<file path="config.mk">
export PLATFORM = sky130hd
export DESIGN_NAME = ps2_mouse_ctrl
export DESIGN_NICKNAME = d
export VERILOG_FILES = /design/src/rtl/ps2_mouse_ctrl.sv
export SDC_FILE = /design/constraint.sdc
export NUM_CORES = 1
export LEC_CHECK = 0
export CORE_MARGIN = 4
export CORE_UTILIZATION = 25
export CTS_CLUSTER_DIAMETER = 80
export CTS_CLUSTER_SIZE = 25
export DETAILED_ROUTE_END_ITERATION = 8
export DONT_BUFFER_PORTS = 1
export GPL_TIMING_DRIVEN = 0
export PLACE_DENSITY = 0.48
export SLEW_MARGIN = 20
export SYNTH_ARGS = -nofsm -noshare
export SYNTH_HDL_FRONTEND = slang
export SYNTH_SLANG_ARGS = --single-unit
</file>
<file path="constraint.sdc">
create_clock -name clk -period 2.9 [get_ports clk]
set_input_delay 0.29 -clock clk [delete_from_list [all_inputs] [get_ports clk]]
set_output_delay 0.29 -clock clk [all_outputs]
set_load 0.05 [all_outputs]
</file>
<file path="src/rtl/ps2_mouse_ctrl.sv">
// ps2_mouse_ctrl: PS/2 mouse init sequencer (reset, BAT, ID, enable with timeouts/retries)
// and 3-byte movement packet assembler with a debug state code.
module ps2_mouse_ctrl #(
    parameter int CLK_HZ     = 27_000_000,
    parameter int PWRUP_CYC  = 2_700_000,
    parameter int ACK_TO_CYC = 675_000,
    parameter int BAT_TO_CYC = 27_000_000,
    parameter int PKT_TO_CYC = 54_000,
    parameter int MAX_RETRY  = 3
) (
    input  logic       clk,
    input  logic       rst_n,
    output logic       tx_req,
    output logic [7:0] tx_byte,
    input  logic       tx_done,
    input  logic       tx_err,
    input  logic       rx_valid,
    input  logic [7:0] rx_byte,
    input  logic       rx_err,
    output logic       init_done,
    output logic       error,
    output logic       activity,
    output logic       pkt_valid,
    output logic [2:0] buttons,
    output logic [8:0] dx,
    output logic [8:0] dy,
    output logic [3:0] debug_state
);
    typedef enum logic [3:0] {
        PWRUP     = 4'd0,
        SEND_RST  = 4'd1,
        WAIT_ACK1 = 4'd2,
        WAIT_BAT  = 4'd3,
        WAIT_ID   = 4'd4,
        SEND_EN   = 4'd5,
        WAIT_ACK2 = 4'd6,
        STREAM    = 4'd7,
        ERROR     = 4'd8
    } state_t;

    state_t      state, state_n;
    logic [31:0] timer, to_last;
    logic [7:0]  retry_cnt, status, xbyte, exp_byte;
    logic [1:0]  idx, idx_n;
    logic        fail, clr, take, discard, is_send;

    if (CLK_HZ < 1 || MAX_RETRY < 1) begin : g_param_check
        $error("ps2_mouse_ctrl: CLK_HZ and MAX_RETRY must be positive");
    end

    always_comb begin
        state_n  = state;
        idx_n    = idx;
        fail     = 1'b0;
        is_send  = state == SEND_RST || state == SEND_EN;
        exp_byte = state == WAIT_BAT ? 8'hAA : state == WAIT_ID ? 8'h00 : 8'hFA;
        to_last  = 32'(state == WAIT_BAT ? BAT_TO_CYC - 1 : ACK_TO_CYC - 1);
        discard  = state == STREAM && rx_valid && idx == 2'd0 && !rx_byte[3];
        take     = state == STREAM && rx_valid && !rx_err && !discard;
        case (state)
            PWRUP: if (timer == 32'(PWRUP_CYC - 1)) state_n = SEND_RST;
            SEND_RST, SEND_EN: begin
                if (tx_done) state_n = state == SEND_RST ? WAIT_ACK1 : WAIT_ACK2;
                else if (tx_err) fail = 1'b1;
            end
            WAIT_ACK1, WAIT_BAT, WAIT_ID, WAIT_ACK2: begin
                // a byte arriving on the timeout cycle is judged on its value
                if (rx_valid && !rx_err && rx_byte == exp_byte)
                    state_n = state == WAIT_ACK1 ? WAIT_BAT : state == WAIT_BAT ? WAIT_ID :
                              state == WAIT_ID ? SEND_EN : STREAM;
                else if (rx_valid || rx_err || timer == to_last) fail = 1'b1;
            end
            STREAM: begin
                if (rx_err || (idx != 2'd0 && !take && timer == 32'(PKT_TO_CYC - 1))) idx_n = 2'd0;
                else if (take) idx_n = idx == 2'd2 ? 2'd0 : idx + 2'd1;
            end
            default: ;
        endcase
        if (fail) state_n = retry_cnt + 8'd1 == 8'(MAX_RETRY) ? ERROR : SEND_RST;
        clr = state_n != state || fail || take;
    end

    always_ff @(posedge clk or negedge rst_n) begin
        if (!rst_n) begin
            state       <= PWRUP;
            timer       <= '0;
            retry_cnt   <= '0;
            idx         <= '0;
            status      <= '0;
            xbyte       <= '0;
            tx_req      <= 1'b0;
            tx_byte     <= '0;
            init_done   <= 1'b0;
            error       <= 1'b0;
            activity    <= 1'b0;
            pkt_valid   <= 1'b0;
            buttons     <= '0;
            dx          <= '0;
            dy          <= '0;
            debug_state <= '0;
        end else begin
            state       <= state_n;
            timer       <= clr ? '0 : timer + 32'd1;
            idx         <= idx_n;
            if (fail) retry_cnt <= retry_cnt + 8'd1;
            if (take && idx == 2'd0) status <= rx_byte;
            if (take && idx == 2'd1) xbyte <= rx_byte;
            if (take && idx == 2'd2) begin
                buttons <= status[2:0];
                dx      <= {status[4], xbyte};
                dy      <= {status[5], rx_byte};
            end
            pkt_valid   <= take && idx == 2'd2;
            activity    <= rx_valid && !discard;
            tx_req      <= is_send && !tx_done && !tx_err;
            tx_byte     <= state == SEND_EN ? 8'hF4 : state == SEND_RST ? 8'hFF : tx_byte;
            init_done   <= state_n == STREAM;
            error       <= state_n == ERROR;
            debug_state <= state_n;
        end
    end
endmodule

</file>
After elaboration in Yosys (flattened, before gate mapping)
Cells that the tools add are included.

word-level totals
  bits in registers = 94
  bits in latches = 0
  memory bits (writable) = 0
  ROM bits = 0
  input bits = 14
  output and inout port bits = 38
  word-level logic and storage cells = 94
  memories kept = 0

cells by class
  add/sub/neg operators = 3
  multipliers = 0
  divide/modulo/power cells = 0
  order comparisons = 0
  equal/unequal tests = 17
  shift operators = 0
  mux-type cells = 24
  bitwise logic cells = 0
  reduce and logical (&&, ||, !) cells = 35

operators by type and width
  kind                                                   count
  adder 32 x 1 -> 32 bit, second input constant          1
  equality test 32 x 16 -> 1 bit, second input constant  1
  equality test 32 x 22 -> 1 bit, second input constant  1
  equality test 32 x 25 -> 1 bit                         1
  2-to-1 mux 32 bit                                      1
  2-to-1 mux 8 bit                                       4
  2-to-1 mux 25 bit                                      1
  equality test 4 x 3 -> 1 bit, second input constant    5
  2-to-1 mux 4 bit                                       5
  logical AND 1 bit                                      15
  one-hot mux 4 bit (3 select lines)                     1
  2-to-1 mux 2 bit                                       5
  adder 8 x 1 -> 8 bit, second input constant            1
  equality test 4 x 2 -> 1 bit, second input constant    2
  equality test 8 x 2 -> 1 bit, second input constant    1
  equality test 8 bit                                    1
  zero test 1 bit                                        6
  logical OR 1 bit                                       6
  2-to-1 mux 3 bit                                       2
  nonzero test 2 bit                                     3
  equality test 4 x 1 -> 1 bit, second input constant    1
  equality test 4 bit, second input constant             1
  zero test 4 bit                                        1
  2-to-1 mux 1 bit                                       4
  other kinds (9)                                        9

Longest topological paths before layout
  depth after elaboration = 12
  mapped depth = 9
  depth with buffers taken out = 8

Worst setup path after synthesis
Ideal clock, no wire load.

  kind = register -> register
  start = register state[2]
  end = register timer[10]
  setup time = 0.080 ns
  arrival time = 2.627 ns
  data required time = 2.820 ns
  setup slack = 0.192 ns
  stages on the path, launching flop included = 10
  path buffers = 2
  period minus slack after synthesis = 2.708 ns
  path through = dfrtp_1 -> buf_2 -> nor4b_2 -> mux2i_1 -> o211ai_1 -> o311ai_1 -> nand2_2 -> a2111o_1 -> buf_6 -> nor3_2

on the way
  word-level cells in the longest chain between the ends = 12
  elaborated cells between the ends (all ways) = 39
  classes of those cells = eq/ne (10); mux (16); reduce/logical (13)

RTL lines
  element                                                                                          RTL line  RTL
  start, declared                                                                                  41        state_t state, state_n;
  start signal, assigned                                                                           102       state <= state_n;
  equality test 4 x 2 -> 1 bit / equality test 4 x 3 -> 1 bit (equally long branches)              n/a
  2-to-1 mux 25 bit / 2-to-1 mux 8 bit (equally long branches)                                     57, 56
  equality test 32 x 25 -> 1 bit / 2-to-1 mux 8 bit (equally long branches)                        71, 56
  logical OR 1 bit / equality test 8 bit (equally long branches)                                   71, 68
  2-to-1 mux 1 bit / logical AND 1 bit (equally long branches)                                     71, 68
  2-to-1 mux 1 bit / 2-to-1 mux 4 bit (equally long branches)                                      68        if (rx_valid && !rx_err && rx_byte == exp_byte)
  one-hot mux 1 bit (2 select lines) / one-hot mux 4 bit (3 select lines) (equally long branches)  60        case (state)
  2-to-1 mux 4 bit                                                                                 79        if (fail) state_n = retry_cnt + 8'd1 == 8'(MAX_RETRY) ? ERROR : SEND_RST;
  != test 4 bit                                                                                    80        clr = state_n != state || fail || take;
  logical OR 1 bit                                                                                 80
  logical OR 1 bit (*)                                                                             80
  2-to-1 mux 32 bit (*)                                                                            103       timer <= clr ? '0 : timer + 32'd1;
  end signal, assigned                                                                             103
  end, declared                                                                                    42        logic [31:0] timer, to_last;

Every way passes the cells marked *; elsewhere a longest branch is shown, timed or not.
A chain may end at the register's enable or synchronous reset.

Worst setup path in the final report
  start = register state[1]
  end = register timer[26]

Same word-level chain as after synthesis.

==> results.yml <==
sta:
  grt_setup_unrepaired: "yes"
  slew-limit-headroom: 0.542
  timing.final.crit_share: 1.01
  maxClockFrequency_ghz: 0.341
  maxSlewViolCount: 0
  final.min_clock_period_ps: 2940
  final_hold_viol_count: 0
  final.setup.worst_slack_ps: -35.0
  clock-skew-final_ps: 6.49
  final-setup-viol-count: 20
  worst_hold_slack_ps: 18.4
  final.setup.tns_ps: -547
  worst-slew-pin-transition_ps: 678
synth:
  syn-mean-instance-area_um2: 11.4
  synthTopCellsByArea: "dfrtp_1 50%, mux2_2 8.8%, nor3_2 6.9%"
  yosys_warnings: 0
  post-synth-top-area-fraction: 0.499
  async_flop_share: 1.00
  synth_edf_count: 0
  synth_seq_area_share: 0.499
  netlist_instances: 383
  synth_flop_cell: "dfrtp_1"
  post-synth-top-area-cell: "dfrtp_1"
  synth_cell_type_count: 48
  synth.top_cells.by_count: "87 x dfrtp_1, 34 x mux2_2, 30 x nand2_1, 30 x nor3_2"
  ys_ff_latch: 87
  syn-cell-area_um2: 4360
  net_count_synth: 400
  synth_most_common_cell: "dfrtp_1"
detailed_routing:
  post_drt_wl_per_cell_um: 16.1
  vias: 2959
  drt-pass1-iter-count: 4
  vias_per_cell: 4.67
  drt_iter0_drc: 99
  drcViolationCount: 0
  route.antenna.remaining_nets: 0
  totalWireLength_um: 10200
setup_path:
  worst_path_depth: 10
  required_ps: 3130
  cpMaxStageDelayCell: "dfrtp_2"
  timing.reg2reg.worst_path_depth: 10
  family_with_the_most_delay_on_the_worst_path: "buffers and inverters"
  critical_path_peak_fanout: 10
  reg2reg_slack_ps: -40
  critical_path.startpoint: "state[1]"
  critical_path_buf_inv_count: 3
  critPathMostFrequentCell: "buf_4"
  timing.rr.end: "timer[26]"
  slowest_delay_ps: 520
  crit_type: "reg -> reg"
  setup.worst_path.end_class: "flop"
  worst_setup_path_start_kind: "flop"
  r2r_start: "state[1]"
  endpoint_arrival_time_on_the_critical_path_ps: 3170
  timing.critical_path.cells: "buf_6 > nor4b_4 > mux2i_2 > o211ai_1 > buf_4 > mux2i_1 > o311a_1 > xnor2_4 > buf_4 > nor3_2"
  timing.critical_path.to: "timer[26]"
layout:
  final.fill_count: 1795
  multiInputGateArea_um2: 2110
  final-seq-area_um2: 2180
  antenna_cells_inserted: 0
  area_growth_syn_to_layout_pct: 17.9
  final_layout_size_suffix_gt1_frac: 0.304
  nets_final: 420
die:
  floorplan.die_area_um2: 19600
  start_util: 0.254
  placement_rows: 48
  io_pins: 52
  design.core.area_um2: 17200
  dieHeight_um: 140
  die_x_um: 140
power:
  vdd_drop_max_mv: 0.361
  power_leakage_uw: 0.00215
  pwr_density_cell_nw_per_um2: 777
grt:
  first_global_vias: 3094
  globalRouteOverflowTotal: 0
  global_route.usage.total: 0.107
  wire_length_of_the_first_global_routing_pass_um: 16600
  grt_start_max_net_pins: 88
  antenna_found_initial: 0
cts:
  htree_num_levels: 3
  cts_tree: "done"
  cts_made_buffers: 9
  clock_sink_count: 87
  cts.path.max_buffers: 2
  clk_pin_slew_worst_paths_ps: 60
  clk_latency_ps: 350
  clock-root-buffer: "clkbuf_16"
place:
  detailedPlacementHpwl_um: 7120
  place.port_buffers: 0
  post-place-ws_ps: -654
  place_congestion: 0.806
run_status:
  status: "finished, violations left"
  violations: "negative setup slack"
min_path:
  hp-class: "in -> reg"
flow_run:
  max_capacitance_violation_count: 0
==> placed cells by master, fill, tap and decap left out, types with 2 or more instances in the layout <==
cell       instances
and4_1             5
a21o_1             4
nand2b_1           2
xnor2_1           23
clkinv_2           4
and3_1             8
nand2_1           30
a31oi_1            3
xor2_1            17
nor4_1             5
or4_1              3
dfrtp_1           83
nand3_1           13
buf_4             14
ha_1               3
dfrtp_2            4
clkinv_4           2
clkbuf_1           5
o21ai_0            2
nand4_1           15
nor2b_1            2
nor3b_1            3
buf_2              2
clkbuf_16          9
inv_1              5
nor3_1            14
mux2_2            34
nor3_2            30
nor2_1            24
buf_6              8
nor4b_1            3
==> metal layers <==
layer	GRT usage	vias to the layer above	routed length (µm)
met1	0.137	1488	4690
met4	0.0479	0	207
met5	0	-	0
li1	-	1396	-
met3	0.0417	14	657
met2	0.161	61	4610
==> cell families after synthesis <==
group | count (synthesis) | share of synthesized area
flip-flops | 87 | 0.499
AO/OA/AOI/OAI | 20 | 0.0361
adder cells (fa/ha/maj) | 3 | 0.00860
XOR/XNOR | 41 | 0.0823
AND/OR/NAND/NOR | 167 | 0.242
buffers and inverters | 28 | 0.0376
multiplexers | 37 | 0.0946
==> through the flow <==
stage	instances	utilization	power (µW)	cell area [µm²]
floorplan	383	-	2410	4360
global placement	608	0.270	2630	4650
detailed placement	608	0.270	2660	4650
CTS	630	0.296	3990	5090
global route	633	0.300	4240	5150
finish	633	0.300	4000	5150
==> cell type report <==
| type | instances | area share |
|---|---|---|
| flip-flops and latches | 87 | 0.424 |
| multi-input cells | 268 | 0.411 |
| well taps | 225 | 0.0547 |
| clock buffers | 10 | 0.0445 |
| plain buffers | 23 | 0.0343 |
| repair buffers | 9 | 0.0207 |
| clock inverters | 6 | 0.00729 |
| inverters | 5 | 0.00365 |
==> flip-flops by register name, indices dropped and copies added, names as in the netlist, 2 cells and up <==
register   count
retry_cnt      8
idx            2
timer         32
status         5
state          4
tx_byte        2
dx             9
buttons        3
dy             9
xbyte          8
==> worst register-to-register path, stage by stage, from the launching register on <==
cell      delay [ps]
dfrtp_2          520
buf_6            180
nor4b_4          390
mux2i_2          290
o211ai_1         230
buf_4            220
mux2i_1          140
o311a_1          300
xnor2_4          200
buf_4            280
nor3_2            70
==> timing repair <==
action	4_1_cts	5_1_grt
hold buffers	2	0
buffers inserted	4	3
endpoints found under the hold margin	87	0
resized for setup	21	6
setup endpoints to repair	66	63
pin swaps	2	1
==> worst min path at each step <==
| stage | startpoint | endpoint | slack, ps | depth (start not counted) |
|---|---|---|---|---|
| floorplan | rst_n | activity | -6 | 0 |
| global placement | rst_n | timer[28] | 0.7 | 0 |
| detailed placement | rst_n | timer[27] | 0.6 | 0 |
| CTS | tx_err | tx_req | 2 | 1 |
| global route | tx_err | tx_req | 7 | 1 |
| finish | tx_err | tx_req | 20 | 1 |
==> report_power, final <==
part,leakage [µW],total (µW),switching (µW),internal [µW]
Clock,0.000136,1060,485,577
Combinational,0.000833,1400,865,535
Sequential,0.00118,1530,227,1310
Total,0.00215,4000,1580,2420
Note: power is estimated with default switching activity, not from simulation.
